File: src/rtl/lenet_c3_weight_loader_if.sv
// Byte-stream, write-strobe and status bundle between the C3 weight loader and its neighbours.
// The slave modport is the loader's view; the master modport is the stream source and C3 side.
interface lenet_c3_weight_loader_if #(
   parameter int WW = 8,
   parameter int GP = 6
);
   logic                 i_start;
   logic                 i_hold;
   logic                 i_valid;
   logic [WW-1:0]        i_tdata;
   logic                 o_ready;
   logic [GP-1:0]        o_W_en;
   logic signed [WW-1:0] o_Weight_1;
   logic signed [WW-1:0] o_Weight_2;
   logic signed [WW-1:0] o_Weight_3;
   logic signed [WW-1:0] o_Weight_4;
   logic signed [WW-1:0] o_Weight_5;
   logic signed [WW-1:0] o_Weight_6;
   logic [4:0]           o_W_addr;
   logic signed [WW-1:0] o_Bias;
   logic                 o_busy;
   logic                 o_done;
   logic                 o_err;

   modport slave (
      input  i_start, i_hold, i_valid, i_tdata,
      output o_ready, o_W_en, o_Weight_1, o_Weight_2, o_Weight_3, o_Weight_4, o_Weight_5,
             o_Weight_6, o_W_addr, o_Bias, o_busy, o_done, o_err
   );

   modport master (
      output i_start, i_hold, i_valid, i_tdata,
      input  o_ready, o_W_en, o_Weight_1, o_Weight_2, o_Weight_3, o_Weight_4, o_Weight_5,
             o_Weight_6, o_W_addr, o_Bias, o_busy, o_done, o_err
   );
endinterface

File: src/rtl/lenet_c3_weight_loader.sv
// C3 weight/bias loader: gathers one byte per lane, strobes all GP lanes at once per tap, then latches
// the bias. Define C3_WLOAD_CHECKSUM_EN to accept and verify a trailing 8-bit checksum byte.
module lenet_c3_weight_loader #(
   parameter int WW   = 8,
   parameter int GP   = 6,
   parameter int NTAP = 25
) (
   input  logic                      i_sclk,
   input  logic                      i_rst,
   lenet_c3_weight_loader_if.slave   bus
);

`ifdef C3_WLOAD_CHECKSUM_EN
   typedef enum logic [2:0] {S_IDLE, S_GATHER, S_WRITE, S_BIAS, S_CHECK, S_DONE} state_t;
   localparam state_t S_AFTER_BIAS = S_CHECK;
`else
   typedef enum logic [2:0] {S_IDLE, S_GATHER, S_WRITE, S_BIAS, S_DONE} state_t;
   localparam state_t S_AFTER_BIAS = S_DONE;
`endif

   localparam int            CW     = (GP > 1) ? $clog2(GP) : 1;
   localparam logic [CW-1:0] C_LAST = CW'(GP - 1);
   localparam logic [4:0]    A_LAST = 5'(NTAP - 1);

   state_t               r_state;
   state_t               w_next;
   logic                 w_accept;
   logic                 w_last_lane;
   logic                 w_strobe;
   logic                 w_ready_next;
   logic [WW-1:0]        w_lane [GP];
   logic [WW-1:0]        r_lane [GP];
   logic signed [WW-1:0] r_weight [GP];
   logic [CW-1:0]        r_c;
   logic [4:0]           r_a;
   logic [4:0]           r_addr;
   logic                 r_ready;
   logic                 r_strobe;
   logic                 r_busy;
   logic                 r_done;
   logic signed [WW-1:0] r_bias;
`ifdef C3_WLOAD_CHECKSUM_EN
   logic [WW-1:0]        r_sum;
   logic [WW-1:0]        r_bias_stage;
   logic                 r_err;
   logic                 w_chk_ok;

   assign w_chk_ok = (bus.i_tdata == r_sum);
`endif

   // Lane image including the byte being accepted this cycle, so the strobe can carry the full group.
   always_comb begin
      w_accept    = bus.i_valid & r_ready;
      w_last_lane = (r_c == C_LAST);
      for (int k = 0; k < GP; k++) begin
         w_lane[k] = (r_state == S_GATHER && w_accept && r_c == CW'(k)) ? bus.i_tdata : r_lane[k];
      end
   end

   always_comb begin
      w_next   = r_state;
      w_strobe = 1'b0;
      case (r_state)
         S_IDLE: begin
            if (bus.i_start) w_next = S_GATHER;
         end
         S_GATHER: begin
            if (w_accept && w_last_lane) begin
               w_next   = S_WRITE;
               w_strobe = ~bus.i_hold;
            end
         end
         S_WRITE: begin
            // r_strobe high means the strobe is on the wires this cycle; otherwise still held off.
            if (r_strobe) w_next = (r_a == A_LAST) ? S_BIAS : S_GATHER;
            else          w_strobe = ~bus.i_hold;
         end
         S_BIAS: begin
            if (w_accept) w_next = S_AFTER_BIAS;
         end
`ifdef C3_WLOAD_CHECKSUM_EN
         S_CHECK: begin
            if (w_accept) w_next = S_DONE;
         end
`endif
         S_DONE: begin
            w_next = S_IDLE;
         end
         default: begin
            w_next = S_IDLE;
         end
      endcase
   end

   always_comb begin
      w_ready_next = (w_next == S_GATHER) || (w_next == S_BIAS);
`ifdef C3_WLOAD_CHECKSUM_EN
      if (w_next == S_CHECK) w_ready_next = 1'b1;
`endif
   end

   always_ff @(posedge i_sclk) begin
      if (i_rst) begin
         r_state  <= S_IDLE;
         r_ready  <= 1'b0;
         r_strobe <= 1'b0;
         r_busy   <= 1'b0;
         r_done   <= 1'b0;
         r_a      <= '0;
         r_c      <= '0;
         r_addr   <= '0;
         r_bias   <= '0;
         for (int k = 0; k < GP; k++) r_weight[k] <= '0;
`ifdef C3_WLOAD_CHECKSUM_EN
         r_sum    <= '0;
         r_err    <= 1'b0;
`endif
      end else begin
         r_state  <= w_next;
         r_ready  <= w_ready_next;
         r_strobe <= w_strobe;
         r_busy   <= (w_next != S_IDLE);
         r_done   <= (w_next == S_DONE);

         if (r_state == S_IDLE && bus.i_start) begin
            r_a <= '0;
            r_c <= '0;
         end
         if (r_state == S_GATHER && w_accept) r_c <= w_last_lane ? '0 : r_c + 1'b1;
         if (r_state == S_WRITE && r_strobe)  r_a <= r_a + 1'b1;

         if (w_strobe) begin
            r_addr <= r_a;
            for (int k = 0; k < GP; k++) r_weight[k] <= $signed(w_lane[k]);
         end

`ifdef C3_WLOAD_CHECKSUM_EN
         if (r_state == S_IDLE && bus.i_start) begin
            r_sum <= '0;
            r_err <= 1'b0;
         end
         if (w_accept && (r_state == S_GATHER || r_state == S_BIAS)) r_sum <= r_sum + bus.i_tdata;
         // A bad checksum still finishes the load but leaves the previous bias in service.
         if (r_state == S_CHECK && w_accept) begin
            if (w_chk_ok) r_bias <= $signed(r_bias_stage);
            else          r_err  <= 1'b1;
         end
`else
         if (r_state == S_BIAS && w_accept) r_bias <= $signed(bus.i_tdata);
`endif
      end
   end

   always_ff @(posedge i_sclk) begin
      for (int k = 0; k < GP; k++) r_lane[k] <= w_lane[k];
`ifdef C3_WLOAD_CHECKSUM_EN
      if (r_state == S_BIAS && w_accept) r_bias_stage <= bus.i_tdata;
`endif
   end

   assign bus.o_ready    = r_ready;
   assign bus.o_W_en     = {GP{r_strobe}};
   assign bus.o_Weight_1 = r_weight[0];
   assign bus.o_Weight_2 = r_weight[1];
   assign bus.o_Weight_3 = r_weight[2];
   assign bus.o_Weight_4 = r_weight[3];
   assign bus.o_Weight_5 = r_weight[4];
   assign bus.o_Weight_6 = r_weight[5];
   assign bus.o_W_addr   = r_addr;
   assign bus.o_Bias     = r_bias;
   assign bus.o_busy     = r_busy;
   assign bus.o_done     = r_done;
`ifdef C3_WLOAD_CHECKSUM_EN
   assign bus.o_err      = r_err;
`else
   assign bus.o_err      = 1'b0;
`endif

endmodule

File: src/flat_wrapper.sv
// flat-port wrapper written by rule: the top's interface ports become plain ports
module lenet_c3_weight_loader_flat 
#(
   parameter int WW   = 8,
   parameter int GP   = 6,
   parameter int NTAP = 25
)
  (i_sclk, i_rst, bus_i_start, bus_i_hold, bus_i_valid, bus_i_tdata, bus_o_ready, bus_o_W_en, bus_o_Weight_1, bus_o_Weight_2, bus_o_Weight_3, bus_o_Weight_4, bus_o_Weight_5, bus_o_Weight_6, bus_o_W_addr, bus_o_Bias, bus_o_busy, bus_o_done, bus_o_err);
  lenet_c3_weight_loader_if #(.WW(WW), .GP(GP)) bus_i ();
  input  logic i_sclk;
  input  logic i_rst;
  input wire logic [$bits(bus_i.i_start)-1:0] bus_i_start;
  input wire logic [$bits(bus_i.i_hold)-1:0] bus_i_hold;
  input wire logic [$bits(bus_i.i_valid)-1:0] bus_i_valid;
  input wire logic [$bits(bus_i.i_tdata)-1:0] bus_i_tdata;
  output wire logic [$bits(bus_i.o_ready)-1:0] bus_o_ready;
  output wire logic [$bits(bus_i.o_W_en)-1:0] bus_o_W_en;
  output wire logic [$bits(bus_i.o_Weight_1)-1:0] bus_o_Weight_1;
  output wire logic [$bits(bus_i.o_Weight_2)-1:0] bus_o_Weight_2;
  output wire logic [$bits(bus_i.o_Weight_3)-1:0] bus_o_Weight_3;
  output wire logic [$bits(bus_i.o_Weight_4)-1:0] bus_o_Weight_4;
  output wire logic [$bits(bus_i.o_Weight_5)-1:0] bus_o_Weight_5;
  output wire logic [$bits(bus_i.o_Weight_6)-1:0] bus_o_Weight_6;
  output wire logic [$bits(bus_i.o_W_addr)-1:0] bus_o_W_addr;
  output wire logic [$bits(bus_i.o_Bias)-1:0] bus_o_Bias;
  output wire logic [$bits(bus_i.o_busy)-1:0] bus_o_busy;
  output wire logic [$bits(bus_i.o_done)-1:0] bus_o_done;
  output wire logic [$bits(bus_i.o_err)-1:0] bus_o_err;
  assign bus_i.i_start = bus_i_start;
  assign bus_i.i_hold = bus_i_hold;
  assign bus_i.i_valid = bus_i_valid;
  assign bus_i.i_tdata = bus_i_tdata;
  assign bus_o_ready = bus_i.o_ready;
  assign bus_o_W_en = bus_i.o_W_en;
  assign bus_o_Weight_1 = bus_i.o_Weight_1;
  assign bus_o_Weight_2 = bus_i.o_Weight_2;
  assign bus_o_Weight_3 = bus_i.o_Weight_3;
  assign bus_o_Weight_4 = bus_i.o_Weight_4;
  assign bus_o_Weight_5 = bus_i.o_Weight_5;
  assign bus_o_Weight_6 = bus_i.o_Weight_6;
  assign bus_o_W_addr = bus_i.o_W_addr;
  assign bus_o_Bias = bus_i.o_Bias;
  assign bus_o_busy = bus_i.o_busy;
  assign bus_o_done = bus_i.o_done;
  assign bus_o_err = bus_i.o_err;
  lenet_c3_weight_loader #(.WW(WW), .GP(GP), .NTAP(NTAP)) u_core (.i_sclk(i_sclk), .i_rst(i_rst), .bus(bus_i));
endmodule
File: config.mk
export PLATFORM = sky130hd
export DESIGN_NAME = lenet_c3_weight_loader_flat
export DESIGN_NICKNAME = d
export VERILOG_FILES = /design/src/rtl/lenet_c3_weight_loader_if.sv /design/src/rtl/lenet_c3_weight_loader.sv /design/src/flat_wrapper.sv
export SDC_FILE = /design/constraint.sdc
export NUM_CORES = 1
export LEC_CHECK = 0
export ABC_AREA = 0
export CORE_ASPECT_RATIO = 1.5
export CORE_UTILIZATION = 54
export CTS_BUF_LIST = sky130_fd_sc_hd__clkbuf_8
export CTS_CLUSTER_SIZE = 16
export DETAILED_ROUTE_END_ITERATION = 12
export PLACE_DENSITY = 0.86
export SETUP_SLACK_MARGIN = 0.3
export SYNTH_ARGS = -nofsm -noshare
export SYNTH_HDL_FRONTEND = slang
export SYNTH_SLANG_ARGS = --single-unit
File: constraint.sdc
create_clock -name i_sclk -period 2.94 [get_ports i_sclk]
set_clock_uncertainty 0.2 [all_clocks]
set_input_delay 0.294 -clock i_sclk [delete_from_list [all_inputs] [get_ports i_sclk]]
set_output_delay 0.294 -clock i_sclk [all_outputs]
set_load 0.02 [all_outputs]
==> results.py <==
metrics = {
    "run_status": {
        "status": "finished, final reports clean",
    },
    "synthesis": {
        "synth_compound_area_share_pct": 3.20,
        "synth_edf_count": 48,
        "ys.flop_type": "dfxtp_1",
        "synth-xor-area-share_pct": 0.182,
        "ys_seq_area_share_pct": 61.7,
        "syn_area_per_cell_um2": 13.7,
        "syn_nets": 368,
        "synth.distinct_cells": 47,
        "synth_top_family_by_area": "simple AND/OR/NAND/NOR gates",
        "synth_fa_ha_area_share_pct": 0.781,
        "yosysWarningCount": 0,
        "syn_area_um2": 4810,
        "synth_cells": 352,
        "ys_ff_latch": 124,
        "async_reset_ff_share_pct": 0,
        "synth_mux_area_share_pct": 14.4,
        "synthSimpleGateAreaFrac_pct": 15.9,
    },
    "detailed_routing": {
        "dr.pass1.iters": 6,
        "drt_iter0_drc": 150,
        "postRouteWirelength_mm": 9.37,
        "wire_per_inst_um": 16.8,
        "ant_nets": 0,
        "viasPerCell": 5.31,
        "drc": 0,
        "vias": 2957,
    },
    "placement": {
        "place.port_buffers": 82,
        "dp.cells": 525,
        "hpwl_mm": 6.44,
        "place_congestion": 0.826,
        "post_dp_cell_area_um2": 5690,
    },
    "flow_run": {
        "maxCapViolCount": 0,
    },
    "clock_network": {
        "clock_latency_ps": 430,
        "h-tree-depth": 4,
        "postCtsSetupBuffers": 0,
        "cts_buffer_depth": 2,
        "ctsResizeCount": 0,
        "root_buffer": "clkbuf_8",
        "clk_pin_slew_ps": 60,
        "cts-buffers-inserted": 17,
        "cts_tree": "built",
        "hold_buffers": 0,
        "cts.sinks": 124,
    },
    "layout": {
        "finalInstanceArea_um2": 6060,
        "num_antenna_cells": 0,
        "fin_cells": 557,
        "mostFrequentLayoutCells": "82 x clkdlybuf4s50_1, 76 x dfxtp_1, 48 x mux2_2, 48 x edfxtp_1, 33 x nor2b_1",
        "layout_commonest_cell": "clkdlybuf4s50_1",
        "syn_to_final_growth_pct": 26.1,
        "nNetsFinal": 453,
        "fill_cells": 618,
        "drive_above_1_share_pct": 23.1,
    },
    "worst_hold_path": {
        "holdCritPathClass": "reg2reg",
        "whs_path_depth": 2,
        "min_from": "u_core.bus.o_W_addr[1]",
        "holdPathEnd": "u_core.bus.o_W_addr[1]",
    },
    "sta": {
        "grt_setup_unrepaired": "false",
        "maxSlewHeadroom_pct": 57.0,
        "maxSlewViolCount": 0,
        "fmax_mhz": 421,
        "hold_viol_final": 0,
        "setup_viol": 0,
        "fin_crit_ps": 2370,
        "tightest_slew_ps": 641,
        "min_period_over_period_pct": 80.7,
        "setup_tns_ps": 0,
    },
    "worst_setup_path": {
        "start_kind": "flip-flop",
        "rr_worst_depth": 5,
        "reg2reg_to": "u_core.r_weight[0][2]",
        "path_delay_family": "simple AND/OR/NAND/NOR gates",
        "worst_ep_required_time_ps": 2860,
        "cp_slowest_cell": "dfxtp_1",
        "slowest_delay_ps": 530,
        "path_class": "reg2reg",
        "critPathBufInv": 1,
        "rr_startpoint": "u_core.r_state[1]",
        "cp_data_arrival_time_ps": 2290,
        "path_cells": "nand2b_1 > nor3_1 > o21a_1 > or2_4 > buf_12",
        "cp_max_fo": 32,
        "ff2ff_setup_slack_ps": 570,
        "crit_path_end_kind": "flip-flop",
    },
    "global_route": {
        "grt_pass1_vias": 3042,
        "grt_max_degree": 33,
        "grtUsageTotal_pct": 22.0,
        "overflow": 0,
        "antenna_found_initial": 0,
        "grt_pass1_wl_mm": 15.0,
    },
    "power_and_ir_drop": {
        "leakagePower_nw": 2.24,
        "vdd_ir_drop_max_mv": 0.373,
        "powerDensity_nw_per_um2": 572,
    },
    "die": {
        "die_w_um": 79.0,
        "dieArea_um2": 9290,
        "coreArea_um2": 8520,
        "ios": 84,
        "num_rows": 41,
        "start_util_pct": 56.4,
        "die_height_um": 118,
    },
}
==> metrics by stage <==
stage                     total power (W)  setup WS (ps)  util (%)  hold WS, ps
final                             0.00346            567      71.2          262
after global routing              0.00359            445      71.2          287
after CTS                         0.00350            555      71.2          263
after detailed placement          0.00215            268      66.9          254
after global placement            0.00214            326      66.9          241
after floorplan                   0.00204            524         -          173
==> cell usage after synthesis (2+ instances only) <==
cell type   n  area (µm²)
edfxtp_1   48        1440
clkbuf_1    8        30.0
inv_1       5        18.8
nor4_1      2        12.5
nor3_1      5        25.0
nand3b_1    3        22.5
o21ai_0     3        15.0
buf_2       3        15.0
ha_1        3        37.5
a21oi_1     8        40.0
mux2_2     48         541
buf_4       9        67.6
and2b_1     8        60.1
nor2b_4    10         138
nor2b_1    33         206
mux2i_1    15         150
nand2_1    11        41.3
dfxtp_1    76        1520
a211oi_1    2        15.0
nand4_2     2        25.0
nand3_1     3        15.0
nor2_1     15        56.3
o211ai_1    2        15.0
and3b_1     2        17.5
nand2b_1    3        18.8
buf_6       3        33.8
a41oi_1     2        17.5
==> sequential cells by signal (all words and copies together), names as in the netlist <==
| signal | cells |
|---|---|
| u_core.bus.o_busy | 1 |
| u_core.bus.o_Bias | 8 |
| u_core.r_strobe | 1 |
| u_core.r_c | 3 |
| u_core.bus.o_W_addr | 5 |
| u_core.bus.o_done | 1 |
| u_core.r_state | 3 |
| u_core.r_lane | 48 |
| u_core.bus.o_ready | 1 |
| u_core.r_a | 5 |
| u_core.r_weight | 48 |
==> worst max path at each step <==
stage | slack, ps | start | depth (start not counted) | to
final | 570 | u_core.r_state[1] | 5 | u_core.r_weight[0][2]
after CTS | 560 | u_core.r_state[1] | 5 | u_core.r_weight[0][2]
after detailed placement | 270 | bus_i_valid | 5 | u_core.r_weight[0][26]
after global routing | 440 | u_core.r_state[1] | 5 | u_core.r_weight[0][15]
after global placement | 330 | bus_i_valid | 5 | u_core.r_weight[0][26]
after floorplan | 520 | u_core.bus.o_ready | 5 | u_core.r_weight[0][0]
==> cell type report <==
type	count	area (µm²)	area share [%]
Multi-Input combinational cell	199	1660	27.4
Clock buffer	21	289	4.77
Tap cell	107	134	2.21
Timing Repair Buffer	90	918	15.2
Clock inverter	11	76.3	1.26
Inverter	5	18.8	0.310
Sequential cell	124	2960	48.9
==> worst reg2reg max path: cells and delay by family (launching register included) <==
| family | cells | cell delay, ps |
|---|---|---|
| simple gates | 3 | 870 |
| flops | 1 | 530 |
| buf+inv | 1 | 260 |
| compound gates | 1 | 200 |
==> cell families after synthesis <==
family,Yosys count
XOR/XNOR,1
flip-flops,124
adder cells (fa/ha/maj),3
buffers and inverters,29
other,1
multiplexers,63
AND/OR/NAND/NOR,109
AO/OA/AOI/OAI,22
==> routing by layer <==
metal | share of wire [%] | wire, µm | track usage [%] | vias to the layer above
li1 | - | - | - | 1399
met1 | 40 | 3710 | 23.8 | 1465
met2 | 54 | 5070 | 38.6 | 78
met3 | 4.3 | 399 | 6.05 | 15
met4 | 1.9 | 182 | 10.8 | 0
met5 | 0 | 0 | 0 | -
==> power by group <==
group          leakage (nW)  switching [W]  internal, W
Sequential             1.10      0.0000244      0.00185
Combinational         0.937       0.000122     0.000114
Clock                 0.205       0.000615     0.000737
Total                  2.24       0.000761      0.00270
Power figures use the tool's default switching activity.
